--- src/rtl/logic_unit_pipe.sv ---
// logic_unit_pipe: two-stage valid/ready pipelined bitwise logic unit.
// Stage 1 registers the incoming transaction. Stage 2 computes one of eight
// bitwise operations, registers the result, and can write it back to an
// internal accumulator. The accumulator can stand in for operand A.
// Optional build macro LOGIC_UNIT_FLAGS_EN adds the registered out_zero and
// out_parity result flags.
module logic_unit_pipe #(
    parameter int unsigned      WIDTH    = 8,
    parameter logic [WIDTH-1:0] ACC_INIT = {WIDTH{1'b0}}
) (
    input  logic             clk,
    input  logic             rst_n,
    input  logic             in_valid,
    output logic             in_ready,
    input  logic [WIDTH-1:0] a,
    input  logic [WIDTH-1:0] b,
    input  logic [2:0]       op,
    input  logic             acc_sel,
    input  logic             acc_clr,
    output logic             out_valid,
    input  logic             out_ready,
    output logic [WIDTH-1:0] y,
    output logic [WIDTH-1:0] acc
`ifdef LOGIC_UNIT_FLAGS_EN
    ,
    output logic             out_zero,
    output logic             out_parity
`endif
);

    // Bitwise operation selected by the 3-bit opcode
    function automatic logic [WIDTH-1:0] apply_op(
        input logic [2:0]       sel,
        input logic [WIDTH-1:0] opa,
        input logic [WIDTH-1:0] opb
    );
        logic [WIDTH-1:0] res;
        case (sel)
            3'b000:  res = opa & opb;
            3'b001:  res = opa | opb;
            3'b010:  res = ~opa;
            3'b011:  res = ~(opa & opb);
            3'b100:  res = ~(opa | opb);
            3'b101:  res = opa ^ opb;
            3'b110:  res = ~(opa ^ opb);
            3'b111:  res = opb;
            default: res = {WIDTH{1'b0}};
        endcase
        return res;
    endfunction

`ifdef LOGIC_UNIT_FLAGS_EN
    // Even parity of a result word (XOR reduction)
    function automatic logic calc_parity(input logic [WIDTH-1:0] val);
        return ^val;
    endfunction
`endif

    logic             s1_valid_r;
    logic [WIDTH-1:0] s1_a_r;
    logic [WIDTH-1:0] s1_b_r;
    logic [2:0]       s1_op_r;
    logic             s1_acc_sel_r;
    logic             out_valid_r;
    logic [WIDTH-1:0] y_r;
    logic [WIDTH-1:0] acc_r;

    logic             in_ready_s;
    logic             s1_accept_s;
    logic             s2_load_s;
    logic [WIDTH-1:0] opa_s;
    logic [WIDTH-1:0] result_s;

    // Handshake decode and stage-2 datapath; operand A comes from the
    // accumulator when the stage-1 transaction asks for it
    always_comb begin
        in_ready_s  = !s1_valid_r || !out_valid_r || out_ready;
        s1_accept_s = in_valid && in_ready_s;
        s2_load_s   = s1_valid_r && (!out_valid_r || out_ready);
        if (s1_acc_sel_r) begin
            opa_s = acc_r;
        end else begin
            opa_s = s1_a_r;
        end
        result_s = apply_op(s1_op_r, opa_s, s1_b_r);
    end

    // Stage-1 payload capture on an accepted input
    always_ff @(posedge clk or negedge rst_n) begin
        if (!rst_n) begin
            s1_a_r       <= {WIDTH{1'b0}};
            s1_b_r       <= {WIDTH{1'b0}};
            s1_op_r      <= 3'b000;
            s1_acc_sel_r <= 1'b0;
        end else if (s1_accept_s) begin
            s1_a_r       <= a;
            s1_b_r       <= b;
            s1_op_r      <= op;
            s1_acc_sel_r <= acc_sel;
        end
    end

    // Stage-1 occupancy: filled on accept, emptied when stage 2 takes it
    always_ff @(posedge clk or negedge rst_n) begin
        if (!rst_n) begin
            s1_valid_r <= 1'b0;
        end else if (s1_accept_s) begin
            s1_valid_r <= 1'b1;
        end else if (s2_load_s) begin
            s1_valid_r <= 1'b0;
        end
    end

    // Stage-2 result register; holds under backpressure
    always_ff @(posedge clk or negedge rst_n) begin
        if (!rst_n) begin
            out_valid_r <= 1'b0;
            y_r         <= {WIDTH{1'b0}};
        end else if (s2_load_s) begin
            out_valid_r <= 1'b1;
            y_r         <= result_s;
        end else if (out_ready) begin
            out_valid_r <= 1'b0;
        end
    end

    // Accumulator: clear has priority over a same-edge write-back
    always_ff @(posedge clk or negedge rst_n) begin
        if (!rst_n) begin
            acc_r <= ACC_INIT;
        end else if (acc_clr) begin
            acc_r <= ACC_INIT;
        end else if (s2_load_s && s1_acc_sel_r) begin
            acc_r <= result_s;
        end
    end

`ifdef LOGIC_UNIT_FLAGS_EN
    logic zero_r;
    logic parity_r;

    // Result flags registered alongside y so they hold with it
    always_ff @(posedge clk or negedge rst_n) begin
        if (!rst_n) begin
            zero_r   <= 1'b0;
            parity_r <= 1'b0;
        end else if (s2_load_s) begin
            zero_r   <= (result_s == {WIDTH{1'b0}});
            parity_r <= calc_parity(result_s);
        end
    end

    assign out_zero   = zero_r;
    assign out_parity = parity_r;
`endif

    assign in_ready  = in_ready_s;
    assign out_valid = out_valid_r;
    assign y         = y_r;
    assign acc       = acc_r;

endmodule

--- config.mk ---
export PLATFORM = sky130hd
export DESIGN_NAME = logic_unit_pipe
export DESIGN_NICKNAME = d
export VERILOG_FILES = /design/src/rtl/logic_unit_pipe.sv
export SDC_FILE = /design/constraint.sdc
export NUM_CORES = 1
export LEC_CHECK = 0
export CORE_MARGIN = 2
export CORE_UTILIZATION = 40
export CTS_BUF_LIST = sky130_fd_sc_hd__clkbuf_4 sky130_fd_sc_hd__clkbuf_8 sky130_fd_sc_hd__clkbuf_16
export CTS_CLUSTER_DIAMETER = 150
export CTS_CLUSTER_SIZE = 25
export DETAILED_ROUTE_END_ITERATION = 8
export DONT_BUFFER_PORTS = 1
export HOLD_SLACK_MARGIN = 0.06
export PLACE_DENSITY_LB_ADDON = 0.12
export SETUP_SLACK_MARGIN = 0.15
export SLEW_MARGIN = 20
export SYNTH_ARGS = -nofsm -noshare
export SYNTH_HDL_FRONTEND = slang
export SYNTH_SLANG_ARGS = --single-unit
export TNS_END_PERCENT = 10
--- constraint.sdc ---
create_clock -name clk -period 2.9 [get_ports clk]
set_input_delay 0.58 -clock clk [delete_from_list [all_inputs] [get_ports clk]]
set_output_delay 0.58 -clock clk [all_outputs]
set_load 0.02 [all_outputs]
==> results.ini, run 1 <==
[run_status]
outcome=completed

[routing]
via_count=1579
drt-wirelength-per-cell_um=17.4
wl_mm=5.02
drc=0
ant_nets=0
viasPerCell=5.48
drt_iter0_drc=70
first_pass_iters=4

[synthesis]
async_reset_ff_frac=1.00
avgSynthCellArea_um2=11.4
ys.flop_type=dfrtp_1
netlist-cell-type-count=37
synth-compound-area-share=0.0835
yosysTopAreaCell=dfrtp_1
synth_xor_area_frac=0
ys_seq_elements=38
synth_area_leaders=dfrtp_1 39%, mux2_2 16%, ha_1 8.1%
synthCells=215
synthesis.nets=256
synthMuxAreaShare=0.269
synth-simple-area-share=0.0952
synth_top_cell_area_share=0.387
synth_top_family_by_area=multiplexers
ys_warn_count=0
synth-adder-area-share=0.0815
synth-edff-count=0
syn_area_um2=2460
synth.yosys.seq_area_share=0.387

[cells_and_area]
drive_gt1_frac=0.291
syn_to_final_growth_pct=3.97
nFillCells=559
nets=253
layout.cells.most_common=dfrtp_1
diodes=0
mostFrequentLayoutCells=38 x dfrtp_1, 34 x mux2_2, 18 x inv_1, 16 x ha_1, 13 x nand2_1

[placement]
hpwl_mm=3.69
gp_congestion=0.778
portBuffers=0

[grt]
grt_pass1_wl_mm=8.61
use_met3=0.0467
use_met2=0.290
grt_max_degree=39
grt_busiest_layer=met2
grt_pass1_vias=1724
met1_usage=0.209
grt_usage=0.172
grt-ovfl-total=0
antenna_found_initial=0

[sta]
clock_skew_ps=13.4
tns_ps=0
slew_headroom=0.397
worst_hold_slack_ps=111
layout_min_cycle_time_ps=2390
hold_viol_final=0
fmax_ghz=0.419
grt_setup_unrepaired=no
finalSetupViolCount=0
maxSlewViolCount=0
timing.final.crit_share=0.823
worst_pin_slew_ps=905

[clocking]
cts_made_buffers=5
cts_resized=0
hold_buffers=1
htreeDepth=2
root_buffer=clkbuf_8
clock-sinks=38
post_cts_buffers=0
cts_tree=done
clk_path_buf_depth=2
insertion_delay_ps=290
clk_pin_slew_ps=80

[critical_path]
worstSetupStartpointType=flip-flop
crit_fanout=11
worstSetupEndpointType=flip-flop
cp.required_ps=3110
setup.worst_path.class=reg2reg
arrival_ps=2590

[floorplanning]
io_pins=43
fp.dieW_um=82.4
coreArea_um2=5920
start_util=0.415
row_count=28
die_y_um=82.4
die_area_um2=6790

[power]
power.density_nw_per_um2=676
p_leak_uw=0.00115
power_uw=1730
vdd_drop_max_v=0.000231

[run]
cap_violations=0

[hold_path]
hold_class=in2async

## power by group
| group | internal [uW] | switching (uW) | leakage, uW |
|---|---|---|---|
| Sequential | 626 | 197 | 0.000459 |
| Clock | 201 | 190 | 0.0000517 |
| Combinational | 280 | 232 | 0.000636 |
| Total | 1110 | 619 | 0.00115 |
## flip-flops by register name, indices dropped and copies added, names as in the netlist
signal / flops
acc: 8
s1_b_r: 8
s1_acc_sel_r: 1
y: 8
s1_a_r: 8
out_valid: 1
s1_op_r: 3
s1_valid_r: 1
## cell families (layout without fill, tap and decap cells)
| logic type | Yosys count | count (layout) |
|---|---|---|
| buf+inv | 34 | 32 |
| flops | 38 | 38 |
| simple gates | 46 | 46 |
| fa+ha+maj | 16 | 16 |
| compound gates | 27 | 27 |
| mux | 54 | 54 |
## cells in the mapped netlist, types with 2 or more instances
cell type	instances
a211oi_2	4
dfrtp_1	38
clkbuf_8	2
mux2i_2	3
mux2i_1	11
a21oi_1	3
nor2_1	12
o31ai_1	2
buf_6	7
a221oi_1	2
nand2b_1	4
nor2b_1	6
inv_1	18
o21ai_0	8
mux2_2	34
ha_1	16
o41ai_1	2
clkbuf_1	2
nand2_1	13
nand3b_1	4
mux4_2	5
a211oi_1	2
inv_2	3
## worst paths after layout
check | end | start | slack (ps) | cells past startpoint
min in group clk | acc[5] | acc_clr | 330 | 1
max reg2reg | acc[0] | s1_acc_sel_r | 510 | 7
min reg2reg | s1_a_r[0] | s1_a_r[0] | 520 | 1
min | y[5] | rst_n | 110 | 1
max | acc[0] | s1_acc_sel_r | 510 | 7
max in group asynchronous | out_valid | rst_n | 2570 | 1
## worst max-delay path: stages, from the launching register on
cell and delay, ps:
dfrtp_1 700, mux2_2 420, inv_1 60, ha_1 230, nor2_1 90, a21oi_1 50, mux4_2 510, a211oi_1 240
## routing by layer
| layer | routed length [um] | up-vias |
|---|---|---|
| met5 | 0 | - |
| met4 | 114 | 0 |
| met3 | 226 | 13 |
| met2 | 2560 | 31 |
| met1 | 2120 | 778 |
| li1 | - | 757 |
## stage by stage
| stage | utilization | std cells | area (um^2) | setup slack, ps |
|---|---|---|---|---|
| final | 0.432 | 288 | 2550 | 514 |
| after floorplan | - | 215 | 2460 | 884 |
| after CTS | 0.432 | 288 | 2550 | 497 |
| after global placement | 0.412 | 279 | 2440 | 572 |
| after global routing | 0.432 | 288 | 2550 | 359 |
| after detailed placement | 0.412 | 279 | 2440 | 521 |
## layout make-up
type,instances,area (um^2),area share
clock buffer,7,90.1,0.0353
clock inverter,1,5.00,0.00196
inverter,21,78.8,0.0309
multi-input combinational,143,1300,0.509
sequential,38,951,0.372
tap,75,93.8,0.0367
timing repair buffer,3,35.0,0.0137
No activity file was read; power rests on OpenSTA's default activity.
==> run 2, diff against run 1 <==
Clock period 2.9 ns to 2.4 ns, I/O delays scaled along.
==> results.ini, run 2 (same netlist as run 1, synthesis figures left out) <==
[critical_path]
crit_path_top_delay_cell=mux4_2
endpoint=acc[5]
crit_chain=buf_12, mux2i_2, ha_1, mux2_2, mux4_2, a211oi_2
reg2reg_from=s1_acc_sel_r
path_buf_inv=1  ; unchanged
rr_worst_depth=6  ; -1
rrSetupSlack_ps=260  ; -260 ps
critPathLaunch=s1_acc_sel_r
cp_slowest_stage_delay_ps=480  ; -220 ps
cp.required_ps=2600  ; -510 ps
worstSetupStartpointType=flip-flop
setup.worst_path.class=reg2reg
worstSetupEndpointType=flip-flop
timing.rr.end=acc[5]
arrival_ps=2340  ; -250 ps
path_depth=6  ; -1
crit_family=multiplexers
crit_fanout=4  ; -7

[grt]
grt-ovfl-total=0  ; unchanged
grt_max_degree=39  ; unchanged
grt_pass1_wl_mm=8.32  ; -3.4%
antenna_found_initial=0  ; unchanged
grt_usage=0.165  ; -0.00687
grt_pass1_vias=1691  ; -1.9%

[run_status]
outcome=completed

[floorplanning]
die_area_um2=6790  ; unchanged
start_util=0.415  ; unchanged
coreArea_um2=5920  ; unchanged
die_y_um=82.4  ; unchanged
row_count=28  ; unchanged
io_pins=43  ; unchanged
fp.dieW_um=82.4  ; unchanged

[sta]
slew_headroom=0.480  ; +0.0828
grt_setup_unrepaired=yes
hold_viol_final=0  ; unchanged
finalSetupViolCount=0  ; unchanged
tns_ps=0  ; unchanged
worst_pin_slew_ps=780  ; -124 ps
clock_skew_ps=6.52  ; -6.83 ps
fmax_ghz=0.467  ; +11%
worst_hold_slack_ps=245  ; +134 ps
layout_min_cycle_time_ps=2140  ; -244 ps
maxSlewViolCount=0  ; unchanged
timing.final.crit_share=0.893  ; +0.0698

[cells_and_area]
finalNonFillerCells=292  ; +1.4%
drive_gt1_frac=0.304  ; +0.0131
nFillCells=574  ; +2.7%
diodes=0  ; unchanged
layout.cells.most_common=dfrtp_1
postLayoutCellArea_um2=2600  ; +1.9%
nets=259  ; +2.4%
syn_to_final_growth_pct=5.96
mostFrequentLayoutCells=37 x dfrtp_1, 34 x mux2_2, 18 x inv_1, 16 x ha_1, 13 x nand2_1

[placement]
gp_congestion=0.781  ; +0.41%
hpwl_mm=3.71  ; +0.60%
portBuffers=0  ; unchanged
placed_cell_area_um2=2460  ; +0.92%
placed_cells=282  ; +1.1%

[power]
power.density_nw_per_um2=798  ; +18%
vdd_drop_max_v=0.000288  ; +25%
p_leak_uw=0.00117  ; +2.0%

[clocking]
root_buffer=clkbuf_8
clk_path_buf_depth=2  ; unchanged
insertion_delay_ps=280  ; about the same
clk_pin_slew_ps=70  ; about the same
htreeDepth=2  ; unchanged
cts_made_buffers=5  ; unchanged
clock-sinks=38  ; unchanged
cts_tree=done

[run]
cap_violations=0  ; unchanged

[routing]
drt_iter0_drc=48  ; -31%
first_pass_iters=4  ; unchanged
via_count=1604  ; +1.6%
drc=0  ; unchanged
wl_mm=5.09  ; +1.4%
ant_nets=0  ; unchanged
viasPerCell=5.49  ; +0.19%
drt-wirelength-per-cell_um=17.4  ; about the same

[hold_path]
worstHoldStart=acc_clr
hold_class=in2reg

[run 2: layout make-up]
| cell class | count | area, um^2 | area share |
|---|---|---|---|
| Multi-Input combinational cell | 143 | 1300 | 0.500 |
| Sequential cell | 38 | 952 | 0.366 |
| Timing Repair Buffer | 9 | 95.1 | 0.0365 |
| Tap cell | 75 | 93.8 | 0.0360 |
| Clock buffer | 6 | 82.6 | 0.0317 |
| Inverter | 21 | 78.8 | 0.0303 |
[run 2: worst min-delay path by stage]
stage,to,slack [ps],depth (start not counted)
floorplan,acc[0],180,0
global placement,s1_a_r[7],190,0
detailed placement,y[7],190,0
CTS,acc[3],240,1
global route,acc[3],230,1
finish,acc[3],250,1
[run 2: layer usage]
metal | GRT usage | part of all wire | vias up
met5 | 0 | 0 | -
met4 | 0.0567 | 0.017 | 0
met3 | 0.0424 | 0.041 | 9
met2 | 0.285 | 0.52 | 39
met1 | 0.198 | 0.42 | 798
li1 | - | - | 758
[run 2: through the flow]
step | util | worst slack [ps] | total power, uW
final | 0.440 | 258 | 2080
after global routing | 0.440 | 135 | 2230
after CTS | 0.435 | 181 | 2090
after detailed placement | 0.416 | 52.9 | 1630
after global placement | 0.416 | 150 | 1590
after floorplan | - | 384 | 1520
[run 2: power by group]
group	switching (uW)	internal, uW
clock network	213	222
logic	300	360
registers	227	757
[run 2: timing repair]
item | in CTS | in global routing
gates resized for setup | 1 | 0
hold endpoints to repair | 38 | 0
setup buffers | 0 | 2
pin swaps | 0 | 0
endpoints found under the setup margin | 12 | 10
hold buffers | 2 | 0
==> run 3, diff against run 2 <==
Settings changed: CORE_UTILIZATION 40 to 55, SKIP_LAST_GASP set to 1.
==> results.ini, run 3 (same netlist as run 1, synthesis figures left out) <==
[power]
power_uw=2110  ; +1.8%
vdd_drop_max_v=0.000466  ; +62%
p_leak_uw=0.00117  ; +0.26%
power.density_nw_per_um2=815  ; +2.1%

[sta]
tns_ps=0  ; unchanged
finalSetupViolCount=0  ; unchanged
hold_viol_final=0  ; unchanged
timing.final.crit_share=0.932  ; +0.0398
worst_pin_slew_ps=765  ; -15.5 ps
layout_min_cycle_time_ps=2240  ; +95.4 ps
maxSlewViolCount=0  ; unchanged
clock_skew_ps=3.66  ; -2.85 ps
grt_setup_unrepaired=yes
fmax_ghz=0.447  ; -4.3%
slew_headroom=0.490  ; +0.0104

[hold_path]
hold_class=in2reg
holdPathStages=1  ; unchanged
worstHoldStart=acc_clr
hold_end=acc[2]

[routing]
wl_mm=4.81  ; -5.5%
drc=0  ; unchanged
via_count=1609  ; +0.31%
first_pass_iters=5  ; +1
drt_iter0_drc=37  ; -23%
drt-wirelength-per-cell_um=17.8  ; +2.2%
ant_nets=0  ; unchanged
viasPerCell=5.96  ; +8.5%

[critical_path]
cp.required_ps=2580  ; -20 ps
worstSetupStartpointType=flip-flop
crit_fanout=7  ; +3
crit_family=compound AO/OA/AOI/OAI gates
rrSetupSlack_ps=160  ; -100 ps
worstSetupEndpointType=flip-flop
crit_path_top_delay_cell=dfrtp_2
cp_slowest_stage_delay_ps=430  ; -50 ps
reg2reg_from=s1_acc_sel_r
crit_chain=buf_4, mux2_2, inv_1, ha_1, nor2b_1, o32ai_1, a311o_1, o41ai_2
rr_worst_depth=8  ; +2
path_buf_inv=2  ; +1
setup.worst_path.class=reg2reg
timing.rr.end=acc[4]
arrival_ps=2420  ; +80 ps

[grt]
grt-ovfl-total=0  ; unchanged
antenna_found_initial=0  ; unchanged
use_met3=0.0655  ; +0.0231
grt_busiest_layer=met2
grt_pass1_vias=1727  ; +2.1%
grt_usage=0.203  ; +0.0381
use_met2=0.390  ; +0.105
grt_pass1_wl_mm=7.90  ; -5.1%
grt_max_degree=39  ; unchanged
met1_usage=0.210  ; +0.0120

[clocking]
cts_tree=done
clock-sinks=38  ; unchanged
cts_made_buffers=5  ; unchanged
root_buffer=clkbuf_8
insertion_delay_ps=290  ; about the same
htreeDepth=2  ; unchanged
clk_pin_slew_ps=70  ; about the same
clk_path_buf_depth=2  ; unchanged

[cells_and_area]
mostFrequentLayoutCells=37 x dfrtp_1, 34 x mux2_2, 18 x inv_1, 16 x ha_1, 13 x nand2_1
layout.cells.most_common=dfrtp_1
nFillCells=368  ; -36%
syn_to_final_growth_pct=5.55
nets=258  ; -0.39%
drive_gt1_frac=0.321  ; +0.0170
diodes=0  ; unchanged

[floorplanning]
die_y_um=70.8  ; -14%
die_area_um2=5020  ; -26%
fp.dieW_um=70.8  ; -14%
row_count=24  ; -14%
coreArea_um2=4320  ; -27%
io_pins=43  ; unchanged
start_util=0.568  ; +0.153

[placement]
gp_congestion=0.787  ; +0.76%
hpwl_mm=3.62  ; -2.3%
portBuffers=0  ; unchanged

[run_status]
outcome=completed

[run]
cap_violations=0  ; unchanged

## run 3: layer usage
layer  wire length [um]  vias up
met1               1800      798
met3                238        9
met2               2700       39
li1                   -      763
met4                 78        0
met5                  0        -
## run 3: worst max-delay path by stage
stage	start	slack (ps)	to	cells past startpoint
floorplan	s1_acc_sel_r	380	acc[2]	6
global placement	s1_acc_sel_r	190	acc[3]	6
detailed placement	s1_acc_sel_r	90	acc[3]	6
CTS	s1_acc_sel_r	160	acc[3]	6
global route	s1_acc_sel_r	60	acc[4]	8
finish	s1_acc_sel_r	160	acc[4]	8
## run 3: report_power, final
part | switching, uW | leakage [uW] | internal (uW)
clock | 227 | 0.0000472 | 231
sequential | 223 | 0.000458 | 757
combinational | 321 | 0.000667 | 357
## run 3: worst reg2reg max path, cell delays in order, from the launching register on
cell and delay [ps]:
dfrtp_2 430, buf_4 190, mux2_2 370, inv_1 60, ha_1 230, nor2b_1 140, o32ai_1 100, a311o_1 370
o41ai_2 230
## run 3: final cells by class
type / count / area [um^2] / area share
tap: 52 / 65.1 / 0.0251
clock inverter: 2 / 12.5 / 0.00482
clock buffer: 6 / 82.6 / 0.0318
timing repair buffer: 8 / 75.1 / 0.0289
inverter: 21 / 78.8 / 0.0304
sequential: 38 / 952 / 0.367
multi-input combinational: 143 / 1330 / 0.512
## run 3: timing repair
action	CTS	global route
setup endpoints to repair	5	8
gates resized for setup	1	4
buffers inserted	1	0
hold endpoints to repair	38	0
pin swaps	0	0
hold buffers	2	0
## run 3: metrics by stage
stage / hold slack [ps] / std cells / worst slack [ps] / utilization / cell area, um^2
finish: 240 / 270 / 162 / 0.600 / 2590
global route: 224 / 270 / 63.3 / 0.600 / 2590
CTS: 231 / 270 / 161 / 0.594 / 2570
detailed placement: 186 / 259 / 91.6 / 0.563 / 2430
global placement: 186 / 259 / 186 / 0.563 / 2430
floorplan: 184 / 215 / 384 / - / 2460
